`config.mk`:
```
export PLATFORM = sky130hd
export DESIGN_NAME = pipeline_ctrl
export DESIGN_NICKNAME = d
export VERILOG_FILES = /design/src/rtl/pipe_ctrl_pkg.sv /design/src/rtl/sat_counter.sv /design/src/rtl/pipeline_ctrl.sv
export SDC_FILE = /design/constraint.sdc
export NUM_CORES = 1
export LEC_CHECK = 0
export ABC_AREA = 1
export CORE_MARGIN = 2
export CORE_UTILIZATION = 35
export DETAILED_ROUTE_END_ITERATION = 10
export DONT_BUFFER_PORTS = 1
export PLACE_DENSITY = 0.47
export SKIP_LAST_GASP = 1
export SLEW_MARGIN = 30
export SYNTH_ARGS = -nofsm -noshare
export SYNTH_HDL_FRONTEND = slang
export SYNTH_HIERARCHICAL = 1
export SYNTH_SLANG_ARGS = --single-unit
```
`constraint.sdc`:
```
create_clock -name clk_i -period 3.25 [get_ports clk_i]
set_clock_uncertainty 0.15 [all_clocks]
set_input_delay 0.325 -clock clk_i [delete_from_list [all_inputs] [get_ports clk_i]]
set_output_delay 0.325 -clock clk_i [all_outputs]
set_load 0.02 [all_outputs]
```
`src/rtl/pipe_ctrl_pkg.sv`:
```
// Purpose: shared types for the pipeline controller (FSM states, stage-enable bundle, presets).
// Latency: n/a (types and constants only).
// Backpressure: n/a; the presets encode freeze/bubble/redirect patterns used by pipeline_ctrl.
package pipe_ctrl_pkg;

    localparam int CNT_W_DEFAULT = 16;

    typedef enum logic [1:0] {
        ST_RUN    = 2'd0,
        ST_SQUASH = 2'd1,
        ST_HALTED = 2'd2
    } state_e;

    // Stage register write enables plus bubble-insert controls.
    typedef struct packed {
        logic pc_write;
        logic ifde_write;
        logic deex_write;
        logic exmem_write;
        logic memwb_write;
        logic ifde_flush;
        logic deex_flush;
    } ctl_t;

    // Whole pipeline holds.
    localparam ctl_t CTL_FREEZE   = '{1'b0, 1'b0, 1'b0, 1'b0, 1'b0, 1'b0, 1'b0};
    // Everything advances.
    localparam ctl_t CTL_NORMAL   = '{1'b1, 1'b1, 1'b1, 1'b1, 1'b1, 1'b0, 1'b0};
    // Taken control transfer: PC takes the target, younger stages squashed.
    localparam ctl_t CTL_REDIRECT = '{1'b1, 1'b1, 1'b1, 1'b1, 1'b1, 1'b1, 1'b1};
    // Front end holds, bubble enters EX, back end drains.
    localparam ctl_t CTL_BUBBLE   = '{1'b0, 1'b0, 1'b1, 1'b1, 1'b1, 1'b0, 1'b1};
    // Late-arriving wrong-path fetch is dropped; PC already holds the target.
    localparam ctl_t CTL_DISCARD  = '{1'b0, 1'b1, 1'b1, 1'b1, 1'b1, 1'b1, 1'b1};

endpackage

```
`src/rtl/sat_counter.sv`:
```
// Purpose: saturating event counter with synchronous clear. Ports: clk_i, rst_i, inc_i, clr_i, cnt_o.
// Latency: one cycle from inc_i/clr_i to cnt_o.
// Backpressure: none; holds at all-ones, clear overrides a same-cycle increment.
module sat_counter #(
    parameter int CNT_W = 16
) (
    input  logic             clk_i,
    input  logic             rst_i,
    input  logic             inc_i,
    input  logic             clr_i,
    output logic [CNT_W-1:0] cnt_o
);

    localparam logic [CNT_W-1:0] ONE = {{(CNT_W-1){1'b0}}, 1'b1};

    logic [CNT_W-1:0] cnt_q;
    logic [CNT_W-1:0] cnt_d;

    always_comb begin
        cnt_d = cnt_q;
        if (clr_i) begin
            cnt_d = '0;
        end else if (inc_i && !(&cnt_q)) begin
            cnt_d = cnt_q + ONE;
        end
    end

    always_ff @(posedge clk_i) begin
        if (rst_i) begin
            cnt_q <= '0;
        end else begin
            cnt_q <= cnt_d;
        end
    end

    assign cnt_o = cnt_q;

endmodule

```
`src/rtl/pipeline_ctrl.sv`:
```
// Purpose: 5-stage pipeline stall/flush/halt controller with stall and flush counters.
// Latency: enables/flushes combinational (0 cycles); halt_ack_o and counters registered (1 cycle).
// Backpressure: dmem_busy_i freezes all stages; imem_busy_i/load_use_haz_i bubble EX; halt freezes.
// Ports: hazard/busy/debug inputs (_i); five stage write enables, two flushes, halt_ack_o, counters (_o).
module pipeline_ctrl
    import pipe_ctrl_pkg::*;
#(
    parameter int CNT_W = CNT_W_DEFAULT
) (
    input  logic             clk_i,
    input  logic             rst_i,
    input  logic             load_use_haz_i,
    input  logic             control_haz_i,
    input  logic             imem_busy_i,
    input  logic             dmem_busy_i,
    input  logic             halt_req_i,
    input  logic             step_i,
    input  logic             clr_cnt_i,
    output logic             pc_write_o,
    output logic             ifde_write_o,
    output logic             deex_write_o,
    output logic             exmem_write_o,
    output logic             memwb_write_o,
    output logic             ifde_flush_o,
    output logic             deex_flush_o,
    output logic             halt_ack_o,
    output logic [CNT_W-1:0] stall_cnt_o,
    output logic [CNT_W-1:0] flush_cnt_o
);

    state_e state_q;
    state_e state_d;
    logic   halt_ack_q;
    ctl_t   ctl;
    logic   stall_inc;
    logic   flush_inc;

    always_comb begin
        ctl       = CTL_FREEZE;
        state_d   = state_q;
        stall_inc = 1'b0;
        flush_inc = 1'b0;
        case (state_q)
            ST_RUN: begin
                if (dmem_busy_i) begin
                    stall_inc = 1'b1;
                end else if (control_haz_i) begin
                    ctl       = CTL_REDIRECT;
                    flush_inc = 1'b1;
                    // Fetch of the target may still be in flight; its stale word must be dropped.
                    state_d   = imem_busy_i ? ST_SQUASH : ST_RUN;
                end else if (halt_req_i && !imem_busy_i) begin
                    // Halt entry freezes but is not counted as a stall.
                    state_d = ST_HALTED;
                end else if (load_use_haz_i || imem_busy_i) begin
                    ctl       = CTL_BUBBLE;
                    stall_inc = 1'b1;
                end else begin
                    ctl = CTL_NORMAL;
                end
            end
            ST_SQUASH: begin
                if (dmem_busy_i) begin
                    stall_inc = 1'b1;
                end else if (imem_busy_i) begin
                    ctl       = CTL_BUBBLE;
                    stall_inc = 1'b1;
                end else begin
                    ctl       = CTL_DISCARD;
                    stall_inc = 1'b1;
                    state_d   = ST_RUN;
                end
            end
            ST_HALTED: begin
                if (step_i && !imem_busy_i && !dmem_busy_i) begin
                    // One RUN decision without the halt term; stays halted afterwards.
                    if (control_haz_i) begin
                        ctl       = CTL_REDIRECT;
                        flush_inc = 1'b1;
                    end else if (load_use_haz_i) begin
                        ctl = CTL_BUBBLE;
                    end else begin
                        ctl = CTL_NORMAL;
                    end
                end else if (!halt_req_i) begin
                    state_d = ST_RUN;
                end
            end
            default: begin
                state_d = ST_RUN;
            end
        endcase
        if (rst_i) begin
            ctl       = CTL_FREEZE;
            stall_inc = 1'b0;
            flush_inc = 1'b0;
        end
    end

    always_ff @(posedge clk_i) begin
        if (rst_i) begin
            state_q    <= ST_RUN;
            halt_ack_q <= 1'b0;
        end else begin
            state_q    <= state_d;
            halt_ack_q <= (state_d == ST_HALTED);
        end
    end

    sat_counter #(.CNT_W(CNT_W)) u_stall_cnt (
        .clk_i (clk_i),
        .rst_i (rst_i),
        .inc_i (stall_inc),
        .clr_i (clr_cnt_i),
        .cnt_o (stall_cnt_o)
    );

    sat_counter #(.CNT_W(CNT_W)) u_flush_cnt (
        .clk_i (clk_i),
        .rst_i (rst_i),
        .inc_i (flush_inc),
        .clr_i (clr_cnt_i),
        .cnt_o (flush_cnt_o)
    );

    assign pc_write_o    = ctl.pc_write;
    assign ifde_write_o  = ctl.ifde_write;
    assign deex_write_o  = ctl.deex_write;
    assign exmem_write_o = ctl.exmem_write;
    assign memwb_write_o = ctl.memwb_write;
    assign ifde_flush_o  = ctl.ifde_flush;
    assign deex_flush_o  = ctl.deex_flush;
    assign halt_ack_o    = halt_ack_q;

endmodule

```
**After elaboration in Yosys (flattened, before gate mapping)**

Cells that the tools add are included.

- Register bits after elaboration: 35
- Input port bits: 9
- Output and inout bits: 40
- Word-level logic and storage cells: 54

- $add $sub $neg: 2
- Eq/ne operators: 3
- Mux-type cells: 31
- Reductions and logical operators: 14

Operators with widths:

| kind | count |
|---|---|
| $mux 7 | 8 |
| $add 16x1->16 const B | 2 |
| $reduce_and 16->1 | 2 |
| $pmux 7 s3 | 1 |
| $mux 2 | 7 |
| $mux 6 | 2 |
| $mux 1 | 10 |
| $pmux 2 s3 | 1 |
| $logic_and 1x1->1 | 5 |
| $eq 2x2->1 const B | 2 |
| $logic_not 1->1 | 4 |
| $pmux 1 s2 | 2 |
| $eq 2x1->1 const B | 1 |
| $logic_not 2->1 | 1 |
| $reduce_or 2->1 | 1 |
| $logic_or 1x1->1 | 1 |

**Depth between registers and ports, before layout**

Gate-level depths: netlist of run 1.

- Depth in word-level cells: 8
- Gate-level depth with buffers: 14

**By module**

The synthesis of run 1 kept the hierarchy.

Modules (own cells, without submodules):

| module | times used | cells each | area each (um2) | sequential area each (um2) |
|---|---|---|---|---|
| sat_counter | 2 | 152 | 914.6 | 320.3 |
| pipeline_ctrl | 1 | 62 | 337.8 | 60.1 |

**Worst setup path before layout of run 1**

OpenSTA, ideal clock, no wires.

- Path type: reg2out
- Start: register state_q[0]
- End: output exmem_write_o
- Data arrival time: 1.351 ns
- Path slack: 1.424 ns
- Stages on the path, launching flop included: 7
- Path buffers: 1
- Cell sequence: dfxtp_1 nor2_1 nand2_1 inv_1 nand2_1 a21oi_1 buf_4

- Word-level cells in the longest chain between the ends: 3

Ends and longest elaborated chain:

| element | line | text |
|---|---|---|
| start, declared | pipeline_ctrl.sv:31 | `state_e state_q;` |
| start signal, assigned | pipeline_ctrl.sv:105 | `state_q <= state_d;` |
| $eq 2x2->1 (tied with other cells) | pipeline_ctrl.sv:43 | `case (state_q)` |
| $pmux 7 s3 * | pipeline_ctrl.sv:43 |  |
| $mux 7 * | pipeline_ctrl.sv:93 | `if (rst_i) begin` |
| end, declared | pipeline_ctrl.sv:22 | `output logic exmem_write_o,` |

Mark *: on every way between the ends. The rest lies on a longest branch, timed or not.

**Worst setup path after layout of run 1**

- Start: register u_stall_cnt.cnt_q[1], in the netlist u_stall_cnt/cnt_o[1]
- End: register u_stall_cnt.cnt_q[13], in the netlist u_stall_cnt/cnt_o[13]

- Word-level cells in the longest chain between the ends: 3

Ends and longest elaborated chain:

| element | line | text |
|---|---|---|
| start, declared | sat_counter.sv:16 | `logic [CNT_W-1:0] cnt_q;` |
| start signal, assigned | sat_counter.sv:32 | `cnt_q <= cnt_d;` |
| branches (longest 3 deep; another with $add 16x1->16) | - |  |

Parallel ways; which one is timed is not known.
A chain may end at the register's enable or synchronous reset.

==> metrics.md, run 1 <==
| Metric | Value |
|---|---|
| Post-synthesis simple-gate area fraction | `around half` |
| Die Area | `6840 um^2` |
| Setup tns final | `0 ns` |
| Crit path buffers/inverters | `1` |
| Mux cell area share after synthesis | `0%` |
| Synth area leaders | `dfxtp_1 (32%), nand2_1 (17%), nor2_1 (16%), nand3_1 (6.7%), a21oi_1 (6.5%)` |
| Iteration-0 DRC Markers | `131` |
| CTS Buffer Depth | `2` |
| 1st-pass router iterations | `4` |
| Via count | `2178` |
| Crit path top cell by count | `nor2_1` |
| Placer Congestion | `around 0.82` |
| Area of the multi-input gates | `between 1000 and 1500 um^2` |
| Routed Antenna Nets | `0` |
| Min cycle time layout | `2.36 ns` |
| RSZ-0062 raised after global routing | `false` |
| Post-synthesis instance total | `366` |
| Register-to-register setup slack | `0.89 ns` |
| Gr usage total | `17.5%` |
| Final slew viol count | `0` |
| First-pass GRT wire length | `9180 um` |
| Sink Count | `35` |
| Final WL | `5640 um` |
| Register area share after synthesis | `between 30% and 40%` |
| Maximum Capacitance Violations | `0` |
| Initial antenna violation count | `0` |
| Worst EP required | `3.32 ns` |
| Clock transition at path regs | `0.08 ns` |
| Fmax | `around 420 MHz` |
| Max rail drop VDD | `174 uV` |
| Hold Path Cell Cnt | `3` |
| Relative slew slack | `between 40% and 50%` |
| Postcts setup bufs | `0` |
| Main combinational cell family by area after synthesis | `simple AND/OR/NAND/NOR gates` |
| Clk_lat worst skew | `0.28 ns` |
| Hold Crit Class | `in -> reg` |
| Crit path largest cell delay | `0.69 ns` |
| Post-synth net total | `377` |
| Capture point of the worst path | `u_stall_cnt/cnt_o[13]` |
| Cell variety after synth | `22` |
| Depth of the worst register-to-register path | `7` |
| Startpoint Class | `flip-flop` |
| CP Cell Sequence | `ha_1 -> inv_1 -> nor2_1 -> nand4_1 -> nand3_1 -> nand2_1 -> nor2_1` |
| Starting Density | `36.4%` |
| TritonCTS clock tree | `built` |
| Final std cell area, no fill | `between 2000 and 2500 um^2` |
| Port buffer count | `0` |
| YS warnings | `6` |
| Post-Synth XOR/XNOR Area | `0%` |
| Die width | `between 80 and 90 um` |
| Worst reg2reg path startpoint | `u_stall_cnt/cnt_o[1]` |
| Worst path depth | `7` |
| Die Y | `just over 80 um` |
| Pwr/cell area | `352 nW/um^2` |
| # rows | `28` |
| Placed Area | `2240 um^2` |
| Slowest CP cell | `nand4_1` |
| H-Tree Depth | `2` |
| Register Area | `701 um^2` |
| Mapped Area | `between 2000 and 2500 um^2` |
| N_diodes | `0` |
| Syn-to-layout area delta | `8.03%` |
| Final setup viols | `0` |
| Delay-heaviest family, CP | `simple AND/OR/NAND/NOR gates` |
| Final worst-path cycle share | `72.6%` |
| Status | `completed` |
| Synth top area share | `between 30% and 40%` |
| FILL cells | `between 600 and 700` |
| Worst Setup Path Type | `reg -> reg` |
| #FFs+latches synth | `35` |
| CP max FO | `20` |
| Worst-Margin Slew | `0.853 ns` |
| Crit end category | `flip-flop` |
| DR vias/cell | `4.89` |
| DP Wirelength | `about 4300 um` |
| Post-synthesis area per instance | `5.92 um^2` |
| GRT overflow | `0` |
| Largest area contributor in the netlist | `dfxtp_1` |
| Critical Path AT | `2.43 ns` |
| Most frequent cells in the layout | `nand2_1 (101), nor2_1 (89), dfxtp_1 (35), inv_1 (30), nand3_1 (29)` |
| Core ar. | `roughly 6000 um^2` |
| Clk root buf | `clkbuf_8` |
| Vias in the first global route | `1907` |
| End of the worst register-to-register path | `u_stall_cnt/cnt_o[13]` |
| Layout Nets | `381` |
| Crit path from | `u_stall_cnt/cnt_o[1]` |
| Hold Crit Start | `rst_i` |
| Commonest non-fill, non-tap cell in the layout | `nand2_1` |
| CTS buffer count | `5` |
| Drt wl/cell | `12.7 um` |
| # IOs | `between 40 and 50` |
| Largest net degree at the start of global routing | `21` |
| Compound-Gate Fraction of Synth Area | `9.35%` |
| P_leak | `0.788 nW` |
| DRC Markers | `0` |
| Final Hold Viols | `0` |
| Post-Synth Adder-Cell Area | `1.15%` |
| Share of cells above drive strength 1 | `7.84%` |
state kept, by name, summed over array words and instances (netlist names):
register	count
u_flush_cnt/cnt_o	16
u_stall_cnt/cnt_o	16
state_q	2
halt_ack_o	1
cell families after synthesis:
kind of cell | count (synthesis)
AOI/OAI and AO/OA | 40
adders and majority gates | 2
DFF | 35
and+or+nand+nor | 247
buffers and inverters | 42
worst min path at each step:
stage	end	slack (ns)
floorplan	halt_ack_o	0.25
global placement	state_q[1]	0.25
detailed placement	state_q[1]	0.25
CTS	state_q[0]	0.08
global route	state_q[0]	0.10
finish	state_q[0]	0.09
tightest hold or removal path: stages:
cell and delay [ns]:
a21oi_1 0.03, inv_1 0.07, a21oi_1 0.04
area by class of cell:
type                    instances  area share [%]
multi-input cells             289            55.2
flip-flops and latches         35            29.9
inverters                      34            5.45
well taps                      75            4.01
clock buffers                   6            3.53
repair buffers                  5            1.71
clock inverters                 1           0.214
layer usage:
layer  vias up  GRT usage (%)  share of wire [%]  wire length, um
met5         -              0                  0                0
met4         0           3.44               0.66               37
met3         4           5.33                7.5              421
met2        55           24.4                 39             2190
met1       943           26.3                 53             2990
li1       1176              -                  -                -
cell usage after synthesis:
library cell and number:
nand3_1 29, a21oi_1 28, dfxtp_1 35, buf_2 4
nand4_1 8, nor2_1 90, nand2_1 101, nor2_4 1
o21ai_1 4, nor2_2 6, and3_2 1, nand3b_1 4
inv_2 2, nor3_2 2, o21bai_1 1, inv_1 30
o21ai_0 7, clkinv_1 2, nand3_2 3, ha_1 2
nand2_2 2, buf_4 4
power breakdown:
part | internal [mW] | leakage, nW | switching, mW
Combinational | 0.0186 | 0.459 | 0.0437
Clock | 0.166 | 0.0470 | 0.158
Sequential | 0.432 | 0.282 | 0.00607
through the flow:
step	power, mW	setup slack, ns	util (%)	hold slack [ns]	std cells
after detailed placement	0.509	0.947	37.7	0.253	437
after CTS	0.840	0.909	39.3	0.0775	445
final	0.824	0.891	39.3	0.0893	445
after global routing	0.867	0.609	39.3	0.100	445
after global placement	0.510	0.956	37.6	0.250	437
after floorplan	0.499	1.42	-	0.247	366
timing repair:
item / 4_1_cts / 5_1_grt
resized for setup: 0 / 0
hold buffers: 1 / 0
setup endpoints to repair: 0 / 0
hold endpoints to repair: 2 / 0
(Power assumes the default switching activity.)
==> run 2, diff against run 1 <==
- PLACE_DENSITY: 0.47 -> 0.49
- clock period: 3.25 -> 2 ns (I/O delays scaled with it)
==> run 2 against run 1 <==
  * Maximum frequency rose by 24%
  * Global-route usage rose by 0.10 points
  * Flip-flop and latch count did not move
  * Hold slack got worse by 0.071 ns
  * Final area rose by 9.5%
  * Power rose by 64%
  * Critical path depth rose by 4
  * Cell count rose by 6.5%
  * Largest cell class unchanged
  * Highest routed layer unchanged
==> metrics.md, run 2 (synthesis gave the netlist of run 1 again) <==
| Metric | Value |
|---|---|
| Worst reg2reg path startpoint | `state_q[1]` |
| Sink Count | `35` |
| TritonCTS clock tree | `built` |
| Worst-Margin Slew | `0.491 ns` |
| DR vias/cell | `4.78` |
| Crit end category | `flip-flop` |
| Depth of the worst register-to-register path | `11` |
| First-pass GRT wire length | `9200 um` |
| Gr usage total | `between 10% and 20%` |
| 1st-pass router iterations | `4` |
| Die width | `around 83 um` |
| Maximum Capacitance Violations | `0` |
| Commonest non-fill, non-tap cell in the layout | `nand2_1` |
| P_leak | `0.940 nW` |
| Max rail drop VDD | `232 uV` |
| Final slew viol count | `0` |
| Min cycle time layout | `1.90 ns` |
| Critical Path AT | `just under 2 ns` |
| Routed Antenna Nets | `0` |
| Clk_lat worst skew | `0.29 ns` |
| Worst EP required | `2.03 ns` |
| Dpl cells | `465` |
| CP max FO | `5` |
| Startpoint Class | `flip-flop` |
| # IOs | `49` |
| Relative slew slack | `67.2%` |
| Share of cells above drive strength 1 | `15.0%` |
| DP Wirelength | `4470 um` |
| Most frequent cells in the layout | `nand2_1 (101), nor2_1 (87), dfxtp_1 (35), buf_4 (33), inv_1 (30)` |
| Layout Cells excl Fill | `474` |
| Initial antenna violation count | `0` |
| End of the worst register-to-register path | `u_flush_cnt/cnt_o[7]` |
| DRC Markers | `0` |
| Final Hold Viols | `0` |
| Power Total | `1.36 mW` |
| # rows | `28` |
| Largest net degree at the start of global routing | `16` |
| Final WL | `5740 um` |
| Hold Crit Class | `in -> reg` |
| Syn-to-layout area delta | `18.3%` |
| Layout Nets | `410` |
| CTS Buffer Depth | `2` |
| Starting Density | `around 36%` |
| Status | `completed` |
| N_diodes | `0` |
| Drt wl/cell | `12.1 um` |
| PnR worst setup slack | `0.102 ns` |
| Final worst-path cycle share | `94.9%` |
| Register-to-register setup slack | `around 0.10 ns` |
| Core ar. | `5960 um^2` |
| Capture point of the worst path | `u_flush_cnt/cnt_o[7]` |
| Port buffer count | `0` |
| Die Area | `6840 um^2` |
| CTS buffer count | `5` |
| Die Y | `82.7 um` |
| Vias in the first global route | `2064` |
| RSZ-0062 raised after global routing | `true` |
| GRT overflow | `0` |
| Utilization after layout | `43.0%` |
| Crit path from | `state_q[1]` |
| Iteration-0 DRC Markers | `123` |
| Clock transition at path regs | `0.07 ns` |
| Final setup viols | `0` |
| DP Worst Slack | `0.114 ns` |
| Worst Setup Path Type | `reg -> reg` |
| H-Tree Depth | `2` |
| Fmax | `527 MHz` |
| Via count | `approximately 2300` |
| Pwr/cell area | `~530 nW/um^2` |
| Clk root buf | `clkbuf_8` |
| Placer Congestion | `approximately 0.8` |
[run 2: report_power, final]
| group | internal [mW] | switching [mW] |
|---|---|---|
| clock network | 0.271 | 0.262 |
| registers | 0.701 | 0.00417 |
| logic | 0.0389 | 0.0788 |
| total | 1.01 | 0.345 |
[run 2: stage by stage]
stage	hold slack (ns)	cell area [um^2]	setup TNS, ns
after detailed placement	0.126	2450	0
final	0.0185	2560	0
after floorplan	0.122	2170	0
after global placement	0.126	2450	0
after global routing	0.0196	2560	-0.0131
after CTS	0.0154	2550	0
[run 2: critical path, stage by stage, from the launching register on]
cell and delay [ns]:
dfxtp_1 0.42, nand3_2 0.13, o21ai_1 0.13, nand2_1 0.10
nor2_2 0.13, buf_4 0.12, buf_4 0.10, nand2_1 0.14
nor2_1 0.18, nand3_1 0.09, nand2_1 0.06, nor2_1 0.03
[run 2: layout make-up]
cell class | instances | area, um^2
Multi-Input combinational cell | 289 | 1300
Fill cell | 668 | 3390
Clock buffer | 6 | 82.6
Inverter | 34 | 128
Tap cell | 75 | 93.8
Sequential cell | 35 | 701
Timing Repair Buffer | 34 | 258
Clock inverter | 1 | 5.00
[run 2: what timing repair did]
| action | CTS | global route |
|---|---|---|
| buffers inserted | 0 | 1 |
| hold buffers | 1 | 0 |
| endpoints found under the setup margin | 0 | 5 |
| hold endpoints to repair | 3 | 0 |
| resized for setup | 0 | 3 |
[run 2: worst min-delay path by stage]
stage / startpoint / endpoint / cells past startpoint
after floorplan: rst_i / halt_ack_o / 1
after global placement: rst_i / halt_ack_o / 1
after detailed placement: rst_i / halt_ack_o / 1
after CTS: control_haz_i / state_q[0] / 3
after global routing: rst_i / u_flush_cnt/cnt_o[3] / 3
final: control_haz_i / state_q[0] / 3
[run 2: per-layer routing]
layer,track usage [%],vias to the layer above,wire [um]
met1,22.8,976,2860
met4,4.43,0,27
met3,6.20,2,450
met2,27.8,52,2410
met5,0,-,0
li1,-,1235,-
